<file path="src/rtl/trig_param_bank.sv">
// -----------------------------------------------------------------------------
// trig_param_bank
//
// Purpose:
//   Bank of NCH trigger-loaded parameter registers that feed the model cores
//   (spindle, neuron-pool and muscle coefficients such as gamma_dyn, gain,
//   tau and BDAMP).
//
//   Each channel has two registers:
//     - shadow: loaded by the host through a trigger pulse.
//     - active: drives the model.
//   A channel holding an uncommitted shadow value is PENDING. On commit_tick,
//   every pending channel copies its shadow into its active register in the
//   same clock edge. The model therefore never sees a coefficient set that is
//   only partly updated within one simulation step.
//
// Parameters:
//   NCH      number of channels (2..32)
//   DW       parameter width (1..32). The captured word is
//            {wire_hi, wire_lo}[DW-1:0].
//   DEFAULTS packed NCH*DW reset/clear image. Channel i is at [i*DW +: DW].
//   SELW     width of rd_sel
//
// Ports:
//   clk            system clock (clk1 domain)
//   reset          asynchronous, active-low reset
//   trig[NCH]      one-cycle load pulses. Bit i loads channel i.
//   wire_lo/hi     host wires. Together they form the 32-bit capture word.
//   commit_tick    one-cycle pulse, once per simulation step
//   soft_clear     synchronous return of all state to DEFAULTS.
//                  It wins over trig and commit_tick in the same cycle.
//   rd_sel         readback channel select
//   rd_shadow      (optional) 1 = read back shadow[rd_sel] instead of active
//   params_out     active values. Channel i is at [i*DW +: DW].
//   pending        per-channel "shadow holds an uncommitted value" flag
//   update_strobe  one-cycle pulse after a commit that moved a channel
//   rd_data        registered readback of active[rd_sel].
//                  It returns 0 when rd_sel >= NCH.
//   overrun_cnt    saturating count of cycles in which a trigger overwrote
//                  an uncommitted shadow
//
// Build option:
//   TRIG_PARAM_BANK_SHADOW_RD_EN
//     When defined, this adds the rd_shadow input, which selects the shadow
//     registers as the readback source.
// -----------------------------------------------------------------------------
module trig_param_bank #(
  parameter int                  NCH      = 16,
  parameter int                  DW       = 32,
  parameter logic [NCH*DW-1:0]   DEFAULTS = '0,
  parameter int                  SELW     = $clog2(NCH)
) (
  input  logic                   clk,
  input  logic                   reset,
  input  logic [NCH-1:0]         trig,
  input  logic [15:0]            wire_lo,
  input  logic [15:0]            wire_hi,
  input  logic                   commit_tick,
  input  logic                   soft_clear,
  input  logic [SELW-1:0]        rd_sel,
`ifdef TRIG_PARAM_BANK_SHADOW_RD_EN
  input  logic                   rd_shadow,
`endif
  output logic [NCH*DW-1:0]      params_out,
  output logic [NCH-1:0]         pending,
  output logic                   update_strobe,
  output logic [DW-1:0]          rd_data,
  output logic [15:0]            overrun_cnt
);

  typedef enum logic {
    ST_IDLE    = 1'b0,
    ST_PENDING = 1'b1
  } ch_state_e;

  // Capture word shared by every channel triggered in the same cycle.
  logic [31:0]   word_full;
  logic [DW-1:0] cap_word;

  assign word_full = {wire_hi, wire_lo};
  assign cap_word  = word_full[DW-1:0];

  logic [DW-1:0] active_arr [NCH];
`ifdef TRIG_PARAM_BANK_SHADOW_RD_EN
  logic [DW-1:0] shadow_arr [NCH];
`endif

  // Per-channel flag: a trigger hit a channel that was already pending and is
  // not committing in this cycle.
  logic [NCH-1:0] ovr_hit;

  // ---------------------------------------------------------------------------
  // Per-channel IDLE/PENDING state machine with shadow and active registers
  // ---------------------------------------------------------------------------
  for (genvar gi = 0; gi < NCH; gi++) begin : g_ch
    localparam logic [DW-1:0] CH_DEFAULT = DEFAULTS[gi*DW +: DW];

    ch_state_e     state_q, state_d;
    logic [DW-1:0] shadow_q, shadow_d;
    logic [DW-1:0] active_q, active_d;

    always_comb begin
      state_d  = state_q;
      shadow_d = shadow_q;
      active_d = active_q;
      if (soft_clear) begin
        state_d  = ST_IDLE;
        shadow_d = CH_DEFAULT;
        active_d = CH_DEFAULT;
      end else begin
        unique case (state_q)
          ST_IDLE: begin
            if (trig[gi]) begin
              shadow_d = cap_word;
              state_d  = ST_PENDING;
            end
          end
          ST_PENDING: begin
            // If a commit and a trigger arrive together:
            //   - active takes the OLD shadow value;
            //   - shadow takes the new word;
            //   - the channel stays pending and holds the new word for the
            //     next tick.
            if (commit_tick) begin
              active_d = shadow_q;
            end
            if (trig[gi]) begin
              shadow_d = cap_word;
            end
            if (commit_tick && !trig[gi]) begin
              state_d = ST_IDLE;
            end
          end
          default: state_d = ST_IDLE;
        endcase
      end
    end

    always_ff @(posedge clk or negedge reset) begin
      if (!reset) begin
        state_q  <= ST_IDLE;
        shadow_q <= CH_DEFAULT;
        active_q <= CH_DEFAULT;
      end else begin
        state_q  <= state_d;
        shadow_q <= shadow_d;
        active_q <= active_d;
      end
    end

    assign pending[gi]              = (state_q == ST_PENDING);
    assign ovr_hit[gi]              = (state_q == ST_PENDING) && trig[gi] && !commit_tick;
    assign params_out[gi*DW +: DW]  = active_q;
    assign active_arr[gi]           = active_q;
`ifdef TRIG_PARAM_BANK_SHADOW_RD_EN
    assign shadow_arr[gi]           = shadow_q;
`endif
  end

  // ---------------------------------------------------------------------------
  // Readback range check.
  // The check is only built when rd_sel can encode channel numbers that do
  // not exist.
  // ---------------------------------------------------------------------------
  logic sel_ok;

  if ((1 << SELW) > NCH) begin : g_sel_chk
    assign sel_ok = (int'(rd_sel) < NCH);
  end else begin : g_sel_full
    assign sel_ok = 1'b1;
  end

  // ---------------------------------------------------------------------------
  // Bank-level registers: overrun counter, update strobe, readback
  // ---------------------------------------------------------------------------
  logic [15:0]   overrun_cnt_q, overrun_cnt_d;
  logic          update_strobe_q, update_strobe_d;
  logic [DW-1:0] rd_data_q, rd_data_d;

  always_comb begin
    overrun_cnt_d   = overrun_cnt_q;
    update_strobe_d = 1'b0;
    rd_data_d       = '0;
    if (soft_clear) begin
      overrun_cnt_d = '0;
    end else begin
      // At most one count per cycle, however many channels overran.
      if ((|ovr_hit) && (overrun_cnt_q != 16'hFFFF)) begin
        overrun_cnt_d = overrun_cnt_q + 16'd1;
      end
      update_strobe_d = commit_tick && (|pending);
      // Readback samples the registers as they stand in this cycle.
      if (sel_ok) begin
`ifdef TRIG_PARAM_BANK_SHADOW_RD_EN
        rd_data_d = rd_shadow ? shadow_arr[rd_sel] : active_arr[rd_sel];
`else
        rd_data_d = active_arr[rd_sel];
`endif
      end
    end
  end

  always_ff @(posedge clk or negedge reset) begin
    if (!reset) begin
      overrun_cnt_q   <= '0;
      update_strobe_q <= 1'b0;
      rd_data_q       <= '0;
    end else begin
      overrun_cnt_q   <= overrun_cnt_d;
      update_strobe_q <= update_strobe_d;
      rd_data_q       <= rd_data_d;
    end
  end

  assign overrun_cnt   = overrun_cnt_q;
  assign update_strobe = update_strobe_q;
  assign rd_data       = rd_data_q;

endmodule

</file>
<file path="config.mk">
export PLATFORM = sky130hd
export DESIGN_NAME = trig_param_bank
export DESIGN_NICKNAME = d
export VERILOG_FILES = /design/src/rtl/trig_param_bank.sv
export SDC_FILE = /design/constraint.sdc
export NUM_CORES = 2
export LEC_CHECK = 0
export CORE_MARGIN = 2
export CORE_UTILIZATION = 30
export CTS_CLUSTER_DIAMETER = 30
export DETAILED_ROUTE_END_ITERATION = 8
export SLEW_MARGIN = 15
export SYNTH_ARGS = -nofsm -noshare
export SYNTH_HDL_FRONTEND = slang
export SYNTH_SLANG_ARGS = --single-unit
</file>
<file path="constraint.sdc">
create_clock -name clk -period 2.2 [get_ports clk]
set_input_delay 0.44 -clock clk [delete_from_list [all_inputs] [get_ports clk]]
set_output_delay 0.44 -clock clk [all_outputs]
set_load 0.02 [all_outputs]
</file>
Word level (Yosys, flattened, before mapping)
Index checks and enable logic that the tools add are counted.

Word-level logic and storage cells: 341. Input port bits: 56. Output and inout bits: 577. Bits in registers: 1089.

Eq/ne operators: 1. Reduce and logical (&&, ||, !) cells: 119. Multiplexer cells: 151. $add $sub $neg: 1. Bitwise operators: 17. $lt $le $gt $ge: 1.

Operators by type and width (number): two-way mux 32 bit (83); binary-select mux 32 bit (select 4 bit) (1); nonzero test 2 bit (34); logical AND 1 bit (50); two-way mux 1 bit (49); two-way mux 16 bit (2); case mux 1 bit (2 select lines) (16); AND reduction 2 bit (16); OR reduction 16 bit (2); zero test 1 bit (17); adder 16 x 1 -> 16 bit, second input constant (1); inequality test 16 bit, second input constant (1); inverter 1 bit (16); >= comparator 5 bit, second input constant (1); inverter 4 -> 5 bit (1).

Logic depth before layout (Yosys ltp)
Depth after elaboration: 6. Mapped depth: 9. Gate-level depth less buffers: 7.

Worst setup path after synthesis
OpenSTA, ideal clock, no wires.

Kind: input port to flip-flop. Start point: in rd_sel[1]. End point: reg rd_data_q[10] (netlist: rd_data[10]). Setup slack: 115 ps. Stages on the path: 5. Data required time: 2068 ps. Path buffers: 2. Library setup time: 132 ps. Arrival: 1953 ps. Cells stage by stage: clkbuf_1 > clkbuf_1 > mux4_2 > mux4_2 > nor2b_1.

Cells in the longest elaborated chain, start to end: 5.

Ends and longest elaborated chain: from (decl) (RTL line 60) `input logic [SELW-1:0] rd_sel,`; inverter 4 -> 5 bit (implied by the code) (RTL line 197) `rd_data_d = active_arr[rd_sel];`; binary-select mux 32 bit (select 4 bit) (RTL line 197); two-way mux 32 bit (implied by the code) (2 in a row) (RTL line 197); two-way mux 32 bit (RTL line 184) `if (soft_clear) begin`; named net rd_data_d[10] (RTL line 178) `logic [DW-1:0] rd_data_q, rd_data_d;`; to (signal assigned) (RTL line 211) `rd_data_q <= rd_data_d;`; to (decl) (RTL line 178).

The timed path passes the listed nets, and every way through them passes these cells. The select of a mux whose other input is x is not followed. A chain may end at the register's enable or synchronous reset.

Worst setup path after layout
Start point: reg g_ch[2].active_q[21]. End point: out params_out[85].

RTL lines: from (decl) (RTL line 100) `logic [DW-1:0] active_q, active_d;`; from (signal assigned) (RTL line 147) `active_q <= active_d;`; to (decl) (RTL line 64) `output logic [NCH*DW-1:0] params_out,`.

No word-level cell between the ends.

==> results.cfg <==
[logic_synthesis]
synth-edff-count = 0
syn_inst = 4381
synthFlopType = dfrtp_1
synth_top_cell_area_share = 0.581
synth-seq-cells = 1089
ys_seq_area_frac = 0.581
yosysMostFrequentCell = dfrtp_1
syn_area_um2 = 46900
synth_top_area_cell = dfrtp_1
async_flop_share = 1.00
yosysWarnings = 0
syn-num-nets = 4438
synth.distinct_cells = 29
synth_area_leaders = dfrtp_1 (58%), mux2i_1 (11%), nand2_1 (8.4%), mux4_2 (7.7%), a21oi_1 (5.6%)
synth_commonest_cells = dfrtp_1 (1,089), nand2_1 (1,046), nor2_1 (546)
synth_area_per_cell_um2 = 10.7

[grt]
grt_max_degree = 88
grt_usage = 0.262
grt_pass1_wl_mm = 296
grt_overflow = 0
grt_pass1_vias = 37000
antenna_found_initial = 23

[place]
gp_congestion = 0.936
dp.final_hpwl_mm = 158
dp.cells = 6932
preCtsSetupSlack_ns = -0.587
port_buffers = 632

[die]
ios = 633
coreArea_um2 = 156000
fp.dieH_um = 400
die_x_um = 400
die-area_um2 = 160000
start_util = 0.301
num_rows = 145

[cts]
cts_root_buf = clkbuf_16
worstSkewPairLatency_ns = 0.83
cts_buffers = 214
clkSinkCount = 1089
clk_path_buf_depth = 3
h-tree-depth = 4
cts_tree = built
path_clk_slew_ns = 0.05

[sta]
setup_viol = 0
slew_headroom = 0.461
clock_skew_ns = 0.0310
finalHoldViolCount = 0
rsz0062_at_grt = no
period_needed_ns = 2.19
worst_slew_pin_slew_ns = 0.808
fin_crit_sh = 0.996
setup_slack_ns = 0.00955
whs_ns = 0.221
clock.fmax_ghz = 0.457
drv_slew = 0

[worst_setup_path]
r2r-start = g_ch[4].state_q
required_ns = 1.76
cp_slowest_cell = clkdlybuf4s15_1
crit_buf_inv = 1
cp-start-kind = flop
rrSetupSlack_ns = 0.04
cp_data_arrival_time_ns = 1.75
crit_chain = clkdlybuf4s15_1
critPathTopFamily = buffers and inverters
worstSetupPathType = reg2out
critPathCaptureType = output pin
reg2reg_to = overrun_cnt[14]
critPathMaxFanout = 3
critPathMaxStageDelay_ns = 0.49
reg2reg_depth = 8

[power_and_ir_drop]
power_switching_uw = 15500
switching_share = 0.255
combinationalPowerShare = 0.079
seqPwrFrac = 0.354
clockPowerShare = 0.568
ir_drop_mv = 0.881
p_int_uw = 45200
powerDensity_nw_per_um2 = 940
leakagePower_uw = 0.0304

[finish]
fin_nets = 5154
final_util = 0.414
layout-drive-gt1-share = 0.211
final_cells = 7355
fillers = 14700
area_growth_pct = 37.4

[routing]
via_per_inst = 5.24
drt_iter0_markers = 4264
avgRoutedWirePerCell_um = 28.8
dr_total_vias = 38500
totalWireLength_mm = 212
drt_first_pass_iters = 6
drc = 0
final_antenna_net_count = 0

[outcome]
status = finished clean

[run]
drv_cap = 0

[worst_hold_path]
hp-class = in2async
flip-flops by register name, indices dropped and copies added (netlist names):
signal and count:
g_ch.active_q 512, g_ch.state_q 16, g_ch.shadow_q 512, rd_data 32
overrun_cnt 16, update_strobe 1
worst max-delay path by stage:
stage	from	endpoint	slack, ns	depth (start not counted)
CTS	g_ch[5].active_q[14]	params_out[174]	0.0001	1
floorplan	rd_sel[1]	rd_data[10]	0.11	5
global placement	trig[12]	overrun_cnt[14]	-0.59	9
global route	g_ch[0].state_q	pending[0]	0.0004	2
finish	g_ch[2].active_q[21]	params_out[85]	0.01	1
detailed placement	trig[4]	overrun_cnt[14]	-0.59	9
repair_timing:
| action | 4_1_cts | 5_1_grt |
|---|---|---|
| hold buffers | 2 | 0 |
| endpoints found under the hold margin | 115 | 0 |
| gates resized for setup | 1001 | 85 |
| setup buffers | 4 | 1 |
| setup endpoints to repair | 591 | 84 |
| pin swaps | 0 | 1 |
kinds of logic (layout without fill, tap and decap cells):
logic type,after synthesis,count (layout),share of synthesized area
simple gates,1677,1677,0.138
flops,1089,1089,0.581
other cells,0,10,0
fa+ha+maj,1,1,0.000267
buf+inv,388,1294,0.0339
mux,673,673,0.186
xor+xnor,14,14,0.00261
compound gates,539,539,0.0582
layout make-up:
type,count,area (µm²),share of cell area
flip-flops and latches,1089,27300,0.424
multi-input cells,2904,18200,0.282
repair buffers,887,8640,0.134
clock buffers,280,5980,0.0928
well taps,2058,2570,0.0399
clock inverters,126,1760,0.0273
diodes,10,25.0,0.000388
inverters,1,3.75,0.0000582
cell usage in the layout, fill, tap and decap left out, types with 4 or more instances in the layout:
cell / n
buf_6: 8
nor2b_1: 34
nand2_1: 1030
nor4_1: 6
clkinv_2: 30
nand4_1: 4
diode_2: 10
and2_2: 16
clkinv_4: 18
clkinvlp_4: 29
dfrtp_1: 1017
clkbuf_8: 36
clkdlybuf4s15_1: 29
mux4_2: 160
buf_8: 4
clkdlybuf4s50_1: 32
a21oi_1: 529
inv_16: 4
a22o_1: 4
buf_12: 82
clkbuf_1: 29
nand2_2: 16
mux2i_1: 512
clkbuf_16: 215
clkdlybuf4s15_2: 132
buf_2: 19
dlygate4sd2_1: 350
dfrtp_2: 72
bufinv_16: 29
clkbuf_2: 60
nor2_1: 546
clkinv_8: 5
inv_6: 6
buf_4: 167
nor3_1: 12
clkinv_16: 5
nand3_1: 5
xnor2_1: 14
power groups by stage:
stage                     clock [µW]  sequential [µW]  combinational (µW)
after floorplan                    0            21700                2200
after global placement             0            21700                4770
after detailed placement           0            21700                4840
after CTS                      34600            21400                4770
after global routing           35700            21500                5100
final                          34400            21400                4770
layer usage:
metal / vias up / track usage / routed length [µm]
met4: 8 / 0.0742 / 5780
li1: 16200 / - / -
met5: - / 0 / 64
met2: 2072 / 0.351 / 85200
met1: 20000 / 0.367 / 89200
met3: 266 / 0.131 / 31600
per-stage QoR:
step,total power [µW],setup TNS [ns],cell area (µm²)
floorplan,23900,0,46900
global placement,26500,-9.40,57100
detailed placement,26600,-9.85,57100
CTS,60800,0,64700
global route,62300,0,64500
finish,60600,0,64500
(Power assumes the default switching activity.)
==> RTL change: new RTL, same flow settings <==
Register the inputs `trig`, `wire_lo`, `wire_hi`, `commit_tick` and `soft_clear` before use, with the module's reset. The logic sees them one clock later. The other inputs are not delayed to match. Comments in the files are not updated.
--- a/src/rtl/trig_param_bank.sv
+++ b/src/rtl/trig_param_bank.sv
@@ -74,9 +74,31 @@
   } ch_state_e;
 
+  logic [NCH-1:0] trig_q;
+  logic [15:0] wire_lo_q;
+  logic [15:0] wire_hi_q;
+  logic commit_tick_q;
+  logic soft_clear_q;
+
+  always_ff @(posedge clk or negedge reset) begin
+    if (!reset) begin
+      trig_q        <= '0;
+      wire_lo_q     <= '0;
+      wire_hi_q     <= '0;
+      commit_tick_q <= '0;
+      soft_clear_q  <= '0;
+    end else begin
+      trig_q        <= trig;
+      wire_lo_q     <= wire_lo;
+      wire_hi_q     <= wire_hi;
+      commit_tick_q <= commit_tick;
+      soft_clear_q  <= soft_clear;
+    end
+  end
+
   // Capture word shared by every channel triggered in the same cycle.
   logic [31:0]   word_full;
   logic [DW-1:0] cap_word;
 
-  assign word_full = {wire_hi, wire_lo};
+  assign word_full = {wire_hi_q, wire_lo_q};
   assign cap_word  = word_full[DW-1:0];
 
@@ -104,5 +126,5 @@
       shadow_d = shadow_q;
       active_d = active_q;
-      if (soft_clear) begin
+      if (soft_clear_q) begin
         state_d  = ST_IDLE;
         shadow_d = CH_DEFAULT;
@@ -111,5 +133,5 @@
         unique case (state_q)
           ST_IDLE: begin
-            if (trig[gi]) begin
+            if (trig_q[gi]) begin
               shadow_d = cap_word;
               state_d  = ST_PENDING;
@@ -122,11 +144,11 @@
             //   - the channel stays pending and holds the new word for the
             //     next tick.
-            if (commit_tick) begin
+            if (commit_tick_q) begin
               active_d = shadow_q;
             end
-            if (trig[gi]) begin
+            if (trig_q[gi]) begin
               shadow_d = cap_word;
             end
-            if (commit_tick && !trig[gi]) begin
+            if (commit_tick_q && !trig_q[gi]) begin
               state_d = ST_IDLE;
             end
@@ -150,5 +172,5 @@
 
     assign pending[gi]              = (state_q == ST_PENDING);
-    assign ovr_hit[gi]              = (state_q == ST_PENDING) && trig[gi] && !commit_tick;
+    assign ovr_hit[gi]              = (state_q == ST_PENDING) && trig_q[gi] && !commit_tick_q;
     assign params_out[gi*DW +: DW]  = active_q;
     assign active_arr[gi]           = active_q;
@@ -182,5 +204,5 @@
     update_strobe_d = 1'b0;
     rd_data_d       = '0;
-    if (soft_clear) begin
+    if (soft_clear_q) begin
       overrun_cnt_d = '0;
     end else begin
@@ -189,5 +211,5 @@
         overrun_cnt_d = overrun_cnt_q + 16'd1;
       end
-      update_strobe_d = commit_tick && (|pending);
+      update_strobe_d = commit_tick_q && (|pending);
       // Readback samples the registers as they stand in this cycle.
       if (sel_ok) begin
Check against the original RTL: not settled (the Yosys comparison gave no result); the edit may change what the design does.
==> RTL change against the unedited design <==
The flow now finishes with violations (negative setup slack); wire length fell by 3.5%; total power rose by 4.9%; largest power group unchanged; combinational power fell by 5.5%; critical path type unchanged; setup slack got worse by 0.013 ns; area after synthesis rose by 2.7%; sequential cell count rose by 50; cell area rose by 2.1%; fmax fell by 0.59%.
==> RTL change: results <==
[status]
outcome = "complete, but fails checks"
violations = "negative setup slack"

[power]
p_leak_nw = 31.0
switching_share_pct = 25.3
vdd_ir_drop_max_mv = 0.775

[grt]
met1_usage_pct = 34.1
grt_pass1_vias = 37400
grt_usage_pct = 24.8
grt_max_degree = 125

[timing]
setup_viol = 1
worst_slack_ns = -0.00342
fin_tns_setup_ns = -0.00342

[yosys]
synth_xor_xnor_area_share_pct = 0.254
syn-num-nets = 4488
synth_fa_ha_area_share_pct = 0.0260

[place]
hpwl_mm = 152
dpl_worst_slack_ns = -0.00276
dp.cells = 6956
dpl_cell_area_sq_um = 58100

[clock_network]
cts_hold_buf = 1
numCtsBuffers = 230
post_cts_buffers = 0
clk_latency_ns = 0.85

[layout]
fin_nets = 5160
synthToLayoutAreaGrowth_pct = 36.7

[worst_hold_path]
hp-class = "in2reg"

[route]
wl_met3_mm = 28.0
viasPerCell = 5.16
## RTL change: power by group through the flow
stage	sequential (mW)	combinational, mW	clock [mW]
after floorplan	22.7	2.20	0
after global placement	22.8	4.55	0
after detailed placement	22.8	4.63	0
after CTS	22.5	4.54	36.9
after global routing	22.6	4.86	38.0
final	22.5	4.51	36.6
## RTL change: area by class of cell
class	instances	share of cell area, %
clock inverters	154	3.09
diodes	5	0.0190
inverters	1	0.00570
repair buffers	827	12.5
clock buffers	281	9.55
flip-flops and latches	1139	43.4
well taps	2086	3.96
multi-input cells	2904	27.6
## RTL change: worst paths after layout
path,start,endpoint,slack (ns),cells past startpoint
min reg2reg,g_ch[15].shadow_q[0],g_ch[15].active_q[0],0.50,2
min,wire_hi[11],wire_hi_q[11],0.05,1
max,g_ch[1].active_q[6],params_out[38],-0.003,1
max in group asynchronous,reset,g_ch[2].active_q[7],1.15,4
max reg2reg,g_ch[0].state_q,overrun_cnt[5],0.02,8
min in group asynchronous,reset,g_ch[13].shadow_q[22],0.11,2
